File: src/rtl/apb_master_arbiter.sv
`default_nettype none
// ============================================================================
// Module   : apb_master_arbiter
// Purpose  : Shares one APB peripheral bus among NB_REQ requesters. Picks a
//            requester round-robin, runs the APB SETUP/ACCESS sequence and
//            returns read data and error to the granted requester. Addresses
//            outside [APB_BASE_ADDR, APB_END_ADDR] are answered with an error
//            and never reach the bus.
// Ports    : clk, rst              clock, synchronous active-high reset
//            req_i/addr_i/wdata_i/we_i   requester side, slice i per requester
//            gnt_o                 one-hot grant pulse (combinational, IDLE)
//            rvalid_o/rdata_o/err_o      one-hot completion + response data
//            paddr/pwdata/pwrite/psel/penable   APB master outputs
//            prdata/pready/pslverr APB slave responses
// Options  : APB_ARB_TIMEOUT_EN    abort ACCESS after TIMEOUT_CYCLES cycles
//                                  without pready, answering with an error
// Revision : 1.0  initial release
// ============================================================================
module apb_master_arbiter #(
  parameter int                        NB_REQ         = 2,
  parameter int                        APB_ADDR_WIDTH = 32,
  parameter int                        APB_DATA_WIDTH = 32,
  parameter logic [APB_ADDR_WIDTH-1:0] APB_BASE_ADDR  = 32'h1A10_0000,
  parameter logic [APB_ADDR_WIDTH-1:0] APB_END_ADDR   = 32'h1A11_7FFF,
  parameter int                        TIMEOUT_CYCLES = 16
) (
  input  logic                               clk,
  input  logic                               rst,
  input  logic [NB_REQ-1:0]                  req_i,
  input  logic [NB_REQ*APB_ADDR_WIDTH-1:0]   addr_i,
  input  logic [NB_REQ*APB_DATA_WIDTH-1:0]   wdata_i,
  input  logic [NB_REQ-1:0]                  we_i,
  output logic [NB_REQ-1:0]                  gnt_o,
  output logic [NB_REQ-1:0]                  rvalid_o,
  output logic [APB_DATA_WIDTH-1:0]          rdata_o,
  output logic                               err_o,
  output logic [APB_ADDR_WIDTH-1:0]          paddr,
  output logic [APB_DATA_WIDTH-1:0]          pwdata,
  output logic                               pwrite,
  output logic                               psel,
  output logic                               penable,
  input  logic [APB_DATA_WIDTH-1:0]          prdata,
  input  logic                               pready,
  input  logic                               pslverr
);

  localparam int                 c_PTR_W  = (NB_REQ > 1) ? $clog2(NB_REQ) : 1;
  localparam logic [c_PTR_W:0]   c_NB_REQ = (c_PTR_W+1)'(NB_REQ);

  if (NB_REQ < 2 || TIMEOUT_CYCLES < 1) begin : g_param_check
    $error("apb_master_arbiter: NB_REQ must be >= 2 and TIMEOUT_CYCLES >= 1");
  end

  typedef enum logic [2:0] {
    S_IDLE   = 3'd0,
    S_SETUP  = 3'd1,
    S_ACCESS = 3'd2,
    S_RESP   = 3'd3,
    S_ERR    = 3'd4
  } state_t;

  state_t                     r_state;
  state_t                     w_state_nxt;

  logic [c_PTR_W-1:0]         r_rr_ptr;
  logic [NB_REQ-1:0]          r_owner_oh;
  logic [APB_ADDR_WIDTH-1:0]  r_addr;
  logic [APB_DATA_WIDTH-1:0]  r_wdata;
  logic                       r_we;
  logic [APB_DATA_WIDTH-1:0]  r_rdata;
  logic                       r_err;

  logic [2*NB_REQ-1:0]        w_req_dbl;
  logic [NB_REQ-1:0]          w_req_rot;
  logic [c_PTR_W-1:0]         w_off;
  logic [c_PTR_W:0]           w_sum;
  logic [c_PTR_W-1:0]         w_win;
  logic [NB_REQ-1:0]          w_win_oh;
  logic [c_PTR_W:0]           w_inc;
  logic [c_PTR_W-1:0]         w_rr_nxt;
  logic                       w_grant;
  logic [APB_ADDR_WIDTH-1:0]  w_sel_addr;
  logic [APB_DATA_WIDTH-1:0]  w_sel_wdata;
  logic                       w_sel_we;
  logic                       w_legal;
  logic                       w_timeout;

  // Rotate the request vector so the RR pointer sits at bit 0; the lowest set
  // bit of the rotated vector is then the offset of the winner from the pointer.
  assign w_req_dbl = {req_i, req_i};
  assign w_req_rot = w_req_dbl[r_rr_ptr +: NB_REQ];

  always_comb begin
    w_off = '0;
    for (int k = NB_REQ - 1; k >= 0; k--) begin
      if (w_req_rot[k]) begin
        w_off = c_PTR_W'(k);
      end
    end
    w_sum = {1'b0, r_rr_ptr} + {1'b0, w_off};
    if (w_sum >= c_NB_REQ) begin
      w_sum = w_sum - c_NB_REQ;
    end
    w_win = w_sum[c_PTR_W-1:0];
    w_win_oh = '0;
    for (int k = 0; k < NB_REQ; k++) begin
      w_win_oh[k] = (w_win == c_PTR_W'(k));
    end
    w_inc = {1'b0, w_win} + 1'b1;
    if (w_inc >= c_NB_REQ) begin
      w_inc = '0;
    end
    w_rr_nxt = w_inc[c_PTR_W-1:0];
  end

  // AND-OR mux of the winning requester's payload.
  always_comb begin
    w_sel_addr  = '0;
    w_sel_wdata = '0;
    w_sel_we    = 1'b0;
    for (int k = 0; k < NB_REQ; k++) begin
      w_sel_addr  = w_sel_addr  | (addr_i[k*APB_ADDR_WIDTH +: APB_ADDR_WIDTH] & {APB_ADDR_WIDTH{w_win_oh[k]}});
      w_sel_wdata = w_sel_wdata | (wdata_i[k*APB_DATA_WIDTH +: APB_DATA_WIDTH] & {APB_DATA_WIDTH{w_win_oh[k]}});
      w_sel_we    = w_sel_we    | (we_i[k] & w_win_oh[k]);
    end
  end

  assign w_legal = (w_sel_addr >= APB_BASE_ADDR) && (w_sel_addr <= APB_END_ADDR);

  // No grant while reset is held: the request would be lost at the reset edge.
  assign w_grant = (r_state == S_IDLE) && (|req_i) && !rst;
  assign gnt_o   = w_grant ? w_win_oh : '0;

`ifdef APB_ARB_TIMEOUT_EN
  localparam int                 c_TO_W    = $clog2(TIMEOUT_CYCLES + 1);
  localparam logic [c_TO_W-1:0]  c_TO_LAST = c_TO_W'(TIMEOUT_CYCLES - 1);

  logic [c_TO_W-1:0] r_to_cnt;

  // Cleared during SETUP so it starts at zero on the first ACCESS cycle.
  always_ff @(posedge clk) begin
    if (rst) begin
      r_to_cnt <= '0;
    end else if (r_state == S_SETUP) begin
      r_to_cnt <= '0;
    end else if (r_state == S_ACCESS && !pready) begin
      r_to_cnt <= r_to_cnt + 1'b1;
    end
  end

  assign w_timeout = (r_state == S_ACCESS) && !pready && (r_to_cnt == c_TO_LAST);
`else
  assign w_timeout = 1'b0;
`endif

  always_ff @(posedge clk) begin
    if (rst) begin
      r_state <= S_IDLE;
    end else begin
      r_state <= w_state_nxt;
    end
  end

  always_comb begin
    w_state_nxt = r_state;
    case (r_state)
      S_IDLE:   if (w_grant) w_state_nxt = w_legal ? S_SETUP : S_ERR;
      S_SETUP:  w_state_nxt = S_ACCESS;
      S_ACCESS: if (pready || w_timeout) w_state_nxt = S_RESP;
      S_RESP:   w_state_nxt = S_IDLE;
      S_ERR:    w_state_nxt = S_IDLE;
      default:  w_state_nxt = S_IDLE;
    endcase
  end

  // Only legal requests load the bus registers, so a rejected address never
  // appears on paddr. The response registers double as the hold value of
  // rdata_o/err_o between completions.
  always_ff @(posedge clk) begin
    if (rst) begin
      r_rr_ptr   <= '0;
      r_owner_oh <= '0;
      r_addr     <= '0;
      r_wdata    <= '0;
      r_we       <= 1'b0;
      r_rdata    <= '0;
      r_err      <= 1'b0;
    end else begin
      if (w_grant) begin
        r_rr_ptr   <= w_rr_nxt;
        r_owner_oh <= w_win_oh;
        if (w_legal) begin
          r_addr  <= w_sel_addr;
          r_wdata <= w_sel_wdata;
          r_we    <= w_sel_we;
        end else begin
          r_rdata <= '0;
          r_err   <= 1'b1;
        end
      end
      if (r_state == S_ACCESS) begin
        if (pready) begin
          r_rdata <= r_we ? '0 : prdata;
          r_err   <= pslverr;
        end else if (w_timeout) begin
          r_rdata <= '0;
          r_err   <= 1'b1;
        end
      end
    end
  end

  assign psel     = (r_state == S_SETUP) || (r_state == S_ACCESS);
  assign penable  = (r_state == S_ACCESS);
  assign paddr    = r_addr;
  assign pwdata   = r_wdata;
  assign pwrite   = r_we;
  assign rvalid_o = ((r_state == S_RESP) || (r_state == S_ERR)) ? r_owner_oh : '0;
  assign rdata_o  = r_rdata;
  assign err_o    = r_err;

endmodule
`default_nettype wire

File: config.mk
export PLATFORM = sky130hd
export DESIGN_NAME = apb_master_arbiter
export DESIGN_NICKNAME = d
export VERILOG_FILES = /design/src/rtl/apb_master_arbiter.sv
export SDC_FILE = /design/constraint.sdc
export NUM_CORES = 1
export LEC_CHECK = 0
export BUFFER_PORTS_ARGS = -buffer_cell sky130_fd_sc_hd__buf_4
export CAP_MARGIN = 30
export CORE_AREA = 2 2 104 106
export DETAILED_ROUTE_END_ITERATION = 10
export DIE_AREA = 0 0 106 108
export GPL_TIMING_DRIVEN = 0
export PLACE_DENSITY = 0.79
export SETUP_SLACK_MARGIN = 0.02
export SLEW_MARGIN = 20
export SYNTH_ARGS = -nofsm -noshare
export SYNTH_HDL_FRONTEND = slang
export SYNTH_SLANG_ARGS = --single-unit
export TNS_END_PERCENT = 20
File: constraint.sdc
create_clock -name clk -period 5.6 [get_ports clk]
set_input_delay 0.56 -clock clk [delete_from_list [all_inputs] [get_ports clk]]
set_output_delay 0.56 -clock clk [all_outputs]
set_load 0.05 [all_outputs]
==> Yosys cells after proc, flatten, opt, wreduce, memory -nomap -nowiden <==
Index checks and enable logic that the tools add are counted.
{ "classes": {"magnitude_cmp": 4, "n_eq_ne": 6, "reduce_logical": 10, "add_sub_neg": 3, "n_mux": 19, "bitwise": 10, "shift": 1} }
{ "ops": {"columns": ["op", "n"], "rows": [
  ["32-bit 2-to-1 mux", 5],
  ["32-bit bitwise AND", 4],
  ["32-bit bitwise OR", 2],
  ["32-bit by 29-bit greater-or-equal comparator with 1-bit output, second input constant", 1],
  ["32-bit by 29-bit <= comparator with 1-bit output, second input constant", 1],
  ["3-bit 2-to-1 mux", 3],
  ["3-bit one-hot mux with 3 select lines", 1],
  ["1-bit 2-to-1 mux", 8],
  ["3-bit by 2-bit equality test with 1-bit output, second input constant", 2],
  ["2-bit greater-or-equal comparator, second input constant", 2],
  ["2-bit 2-to-1 mux", 2],
  ["2-bit AND reduction", 2],
  ["4-bit by 2-bit variable part select with 2-bit output", 1],
  ["3-bit by 1-bit equality test with 1-bit output, second input constant", 1],
  ["3-bit equality test, second input constant", 1],
  ["1-bit logical AND", 3],
  ["3-bit zero test", 1],
  ["1-bit by 1-bit adder with 2-bit output", 1],
  ["1-bit by 1-bit adder with 2-bit output, second input constant", 1],
  ["1-bit bitwise AND", 2],
  ["1-bit logical OR", 2],
  ["2-bit by 1-bit inequality test with 1-bit output, second input constant", 1],
  ["2-bit inequality test, second input constant", 1],
  ["2-bit OR reduction", 1],
  ["4 further kinds", 4]
]} }
{ "totals": {"register_bits": 104, "inputBits": 168, "output_inout_bits": 104, "wordCells": 61} }

==> Depth between registers and ports, before layout <==
{ "depth": {"word_depth": 15, "mapped_depth": 7, "mapped_depth_nobuf": 5} }

==> Worst setup path after synthesis <==
Ideal clock, no wire load.
{ "synth_timing": {"path_kind": "input to output", "startpoint": "input req_i[1]", "endpoint": "output gnt_o[0]", "path_stages": 5, "path_buffers": 2, "setup_slack_ns": 2.603, "t_required_ns": 5.040, "arrival_ns": 2.437, "path_cell_list": "nand2b_1 a21o_1 buf_2 buf_1 nor3_1"} }
{ "synth_between": {"elab_chain_cells": 8, "word_cells_on_any_way": 12, "classes_between": "2 x add/sub; 1 x order compare; 1 x shift; 4 x mux; 1 x bitwise; 3 x reduce/logical"} }
{ "synth_lines": {"columns": ["element", "line", "rtl"], "rows": [
  ["start: declaration", "29", "input logic [NB_REQ-1:0] req_i,"],
  ["4-bit by 2-bit variable part select with 2-bit output", "91", "assign w_req_rot = w_req_dbl[r_rr_ptr +: NB_REQ];"],
  ["1-bit 2-to-1 mux (2 in series)", "96", "if (w_req_rot[k]) begin"],
  ["1-bit by 1-bit adder with 2-bit output", "100", "w_sum = {1'b0, r_rr_ptr} + {1'b0, w_off};"],
  ["2-bit greater-or-equal comparator or 1-bit subtractor (tied branches)", "101, 102", null],
  ["1-bit 2-to-1 mux", "101", "if (w_sum >= c_NB_REQ) begin"],
  ["1-bit NOT", "107", "w_win_oh[k] = (w_win == c_PTR_W'(k));"],
  ["2-bit 2-to-1 mux (*)", "132", "assign gnt_o = w_grant ? w_win_oh : '0;"],
  ["end: declaration", "33", "output logic [NB_REQ-1:0] gnt_o,"]
]} }
Every way passes the cells marked *; elsewhere a longest branch is shown, timed or not.

==> Final worst setup path <==
{ "layout_timing": {"startpoint": "input req_i[0]", "endpoint": "output gnt_o[0]"} }
Same word-level chain as after synthesis.

==> qor.csv <==
metric,value,unit
CP endpoint kind,primary output,
via count,4229,
initial drt markers,163,
Tcrit/Tclk final,0.475,
Post-synth ARST share,0,
Yosys reg bits,103,
Core Region,10200,um^2
final number of setup-violating endpoints,0,
I/O pins,272,
root buffer selected by CTS,clkbuf_8,
FF-to-FF Start,r_state[2]$_SDFFE_PP0P_,
GP Congestion,0.808,
Synth Flop Type,dfxtp_1,
pin count of the biggest net entering global routing,19,
Hold/Removal Path Class,in2reg,
Die Y,108,um
clk_skew,15.1,ps
Total GRT Usage,0.243,
final core utilization,0.673,
per-cell routed wire length,17.7,um
CTS max path bufs,2,
antenna-violating nets left,0,
"top cells by area, synth","dfxtp_1 (46%), a211oi_2 (11%), mux2i_1 (11%), a22o_1 (6.0%), a21oi_2 (5.9%)",
critical path's top delay family,buffers and inverters,
post-synthesis sequential area ratio,0.459,
detailed placer's ending HPWL,11600,um
leading area contributor after synthesis,dfxtp_1,
Max VDD drop,113,uV
Avg Vias per Cell,5.14,
CTS tree,yes,
Fill cells,837,
"Reg clk slew, reported paths",110,ps
Critical Path Source Type,input pin,
Worst Reg-to-Reg Cells,6,
Period minus WS final,2660,ps
die footprint,11400,um^2
synth cell count leaders,"dfxtp_1 (103), mux2i_1 (50), a211oi_2 (40)",
YS warnings,0,
"critical path fanouts, max",10,
Max Fclk,0.376,GHz
Initial Util,0.439,
end of the worst hold path,rdata_o[3]$_SDFF_PP0_,
required time of the critical path,5040,ps
Sink Count,103,
post-place instance area,6690,um^2
num rows,37,
drt total wl,14600,um
cell with the most instances after synthesis,dfxtp_1,
total negative slack,0,ps
CTS H-tree depth,3,
Critical Path Slowest Stage Cell,buf_1,
Crit path largest cell delay,570,ps
Resized cells post-CTS,0,
Die X,106,um
post-synthesis cell area,4490,um^2
antenna violations before repair,0,
Num CTS Buffers,9,
GR Overflow Total,0,
Synth top area share,0.459,
port bufs,271,
relative slew slack,0.481,
WS Path Type,in2out,
WHS Path Cells,2,
layout cell share with drive strength beyond 1,0.557,
global-route wire length before repair,21800,um
Inserted Diodes,0,
final instance area,6880,um^2
RSZ-0062 raised after global routing,no,
worst-skew pair later-pin latency,360,ps
Setup Buffers After CTS,0,
"Avg Cell Area, Syn",11.2,um^2
critical-path cell list,buf_4 > nor2b_1 > a21o_1 > buf_2 > buf_1 > nor3_1 > buf_4,
Final Hold Viols,0,
Crit path buffers/inverters,4,
number of global-route vias before repair,4235,
post-synthesis net count,567,
reg2reg end,paddr[12]$_SDFFE_PP0P_,
"Data arrival, critical path",2100,ps
drt pass-1 iters,4,
PwrDens,207,nW/um^2
"Slew Viols, Final",0,
Syn-to-layout area delta,53.4,%
leakage,3.02,nW
Max Cap Viol,0,
final net count,849,
CP most frequent cell,buf_4,
pin slew with the least headroom to its limit,778,ps
HP Start,prdata[3],
Post-synth EDFFs,0,
cells after synthesis,399,
# hold bufs at CTS,0,
status,"complete, no violations",
R2R setup slack,3270,ps
Cell variety after synth,41,
DR DRC count,0,
==> stage by stage <==
stage,instances,total power [mW],setup slack [ps],hold WS (ps)
floorplan,399,0.867,2600,474
global placement,806,0.987,2970,445
detailed placement,806,0.991,2940,451
CTS,822,1.44,2940,393
global route,822,1.48,2830,392
finish,822,1.42,2940,412
==> kinds of logic after synthesis <==
group	synth area share
multiplexers	0.112
flip-flops	0.459
buffers and inverters	0.0499
AO/OA/AOI/OAI	0.305
AND/OR/NAND/NOR	0.0725
XOR/XNOR	0.00195
==> registers in the layout, summed over array words and instances, names as in the netlist <==
signal / cells
rdata_o: 32
paddr: 32
r_state: 3
r_owner_oh: 2
pwdata: 32
pwrite: 1
err_o: 1
==> worst max-delay path by stage <==
| stage | startpoint | endpoint | cells past startpoint |
|---|---|---|---|
| 2_1_floorplan | req_i[1] | gnt_o[0] | 5 |
| 3_3_place_gp | req_i[0] | gnt_o[0] | 7 |
| 3_5_place_dp | req_i[0] | gnt_o[0] | 7 |
| 4_1_cts | req_i[0] | gnt_o[0] | 7 |
| 5_1_grt | req_i[0] | gnt_o[0] | 7 |
| 6_report | req_i[0] | gnt_o[0] | 7 |
==> where the power goes <==
part | internal, mW | switching [mW] | leakage [nW]
registers | 0.735 | 0.00209 | 0.830
logic | 0.121 | 0.116 | 2.10
clock network | 0.181 | 0.267 | 0.0914
==> metal layers <==
layer  vias to the layer above  routed length, um  track usage
met5                         -                  0            0
met4                         0                289       0.0865
met3                        22               1010       0.0645
met2                       172               7490        0.442
met1                      1974               5790        0.275
li1                       2061                  -            -
==> area by class of cell <==
type                    count  area [um^2]  share of cell area
well taps                 136          170              0.0247
inverters                   1         3.75            0.000545
clock inverters             6         52.6             0.00763
plain buffers              40          220              0.0320
flip-flops and latches    103         2060               0.300
multi-input cells         255         2200               0.320
clock buffers              10          138              0.0200
repair buffers            271         2030               0.296
==> cells in the final DEF, fill, tap and decap left out, drive strengths merged, types with 3 or more instances in the layout <==
cell type	count
nor3b	3
a21oi	56
inv	4
buf	294
nor4	4
dfxtp	103
and2	13
nor3	5
mux2i	50
nor2	12
a211oi	52
a22o	31
clkbuf	27
nand2	7
Power figures use the tool's default switching activity.
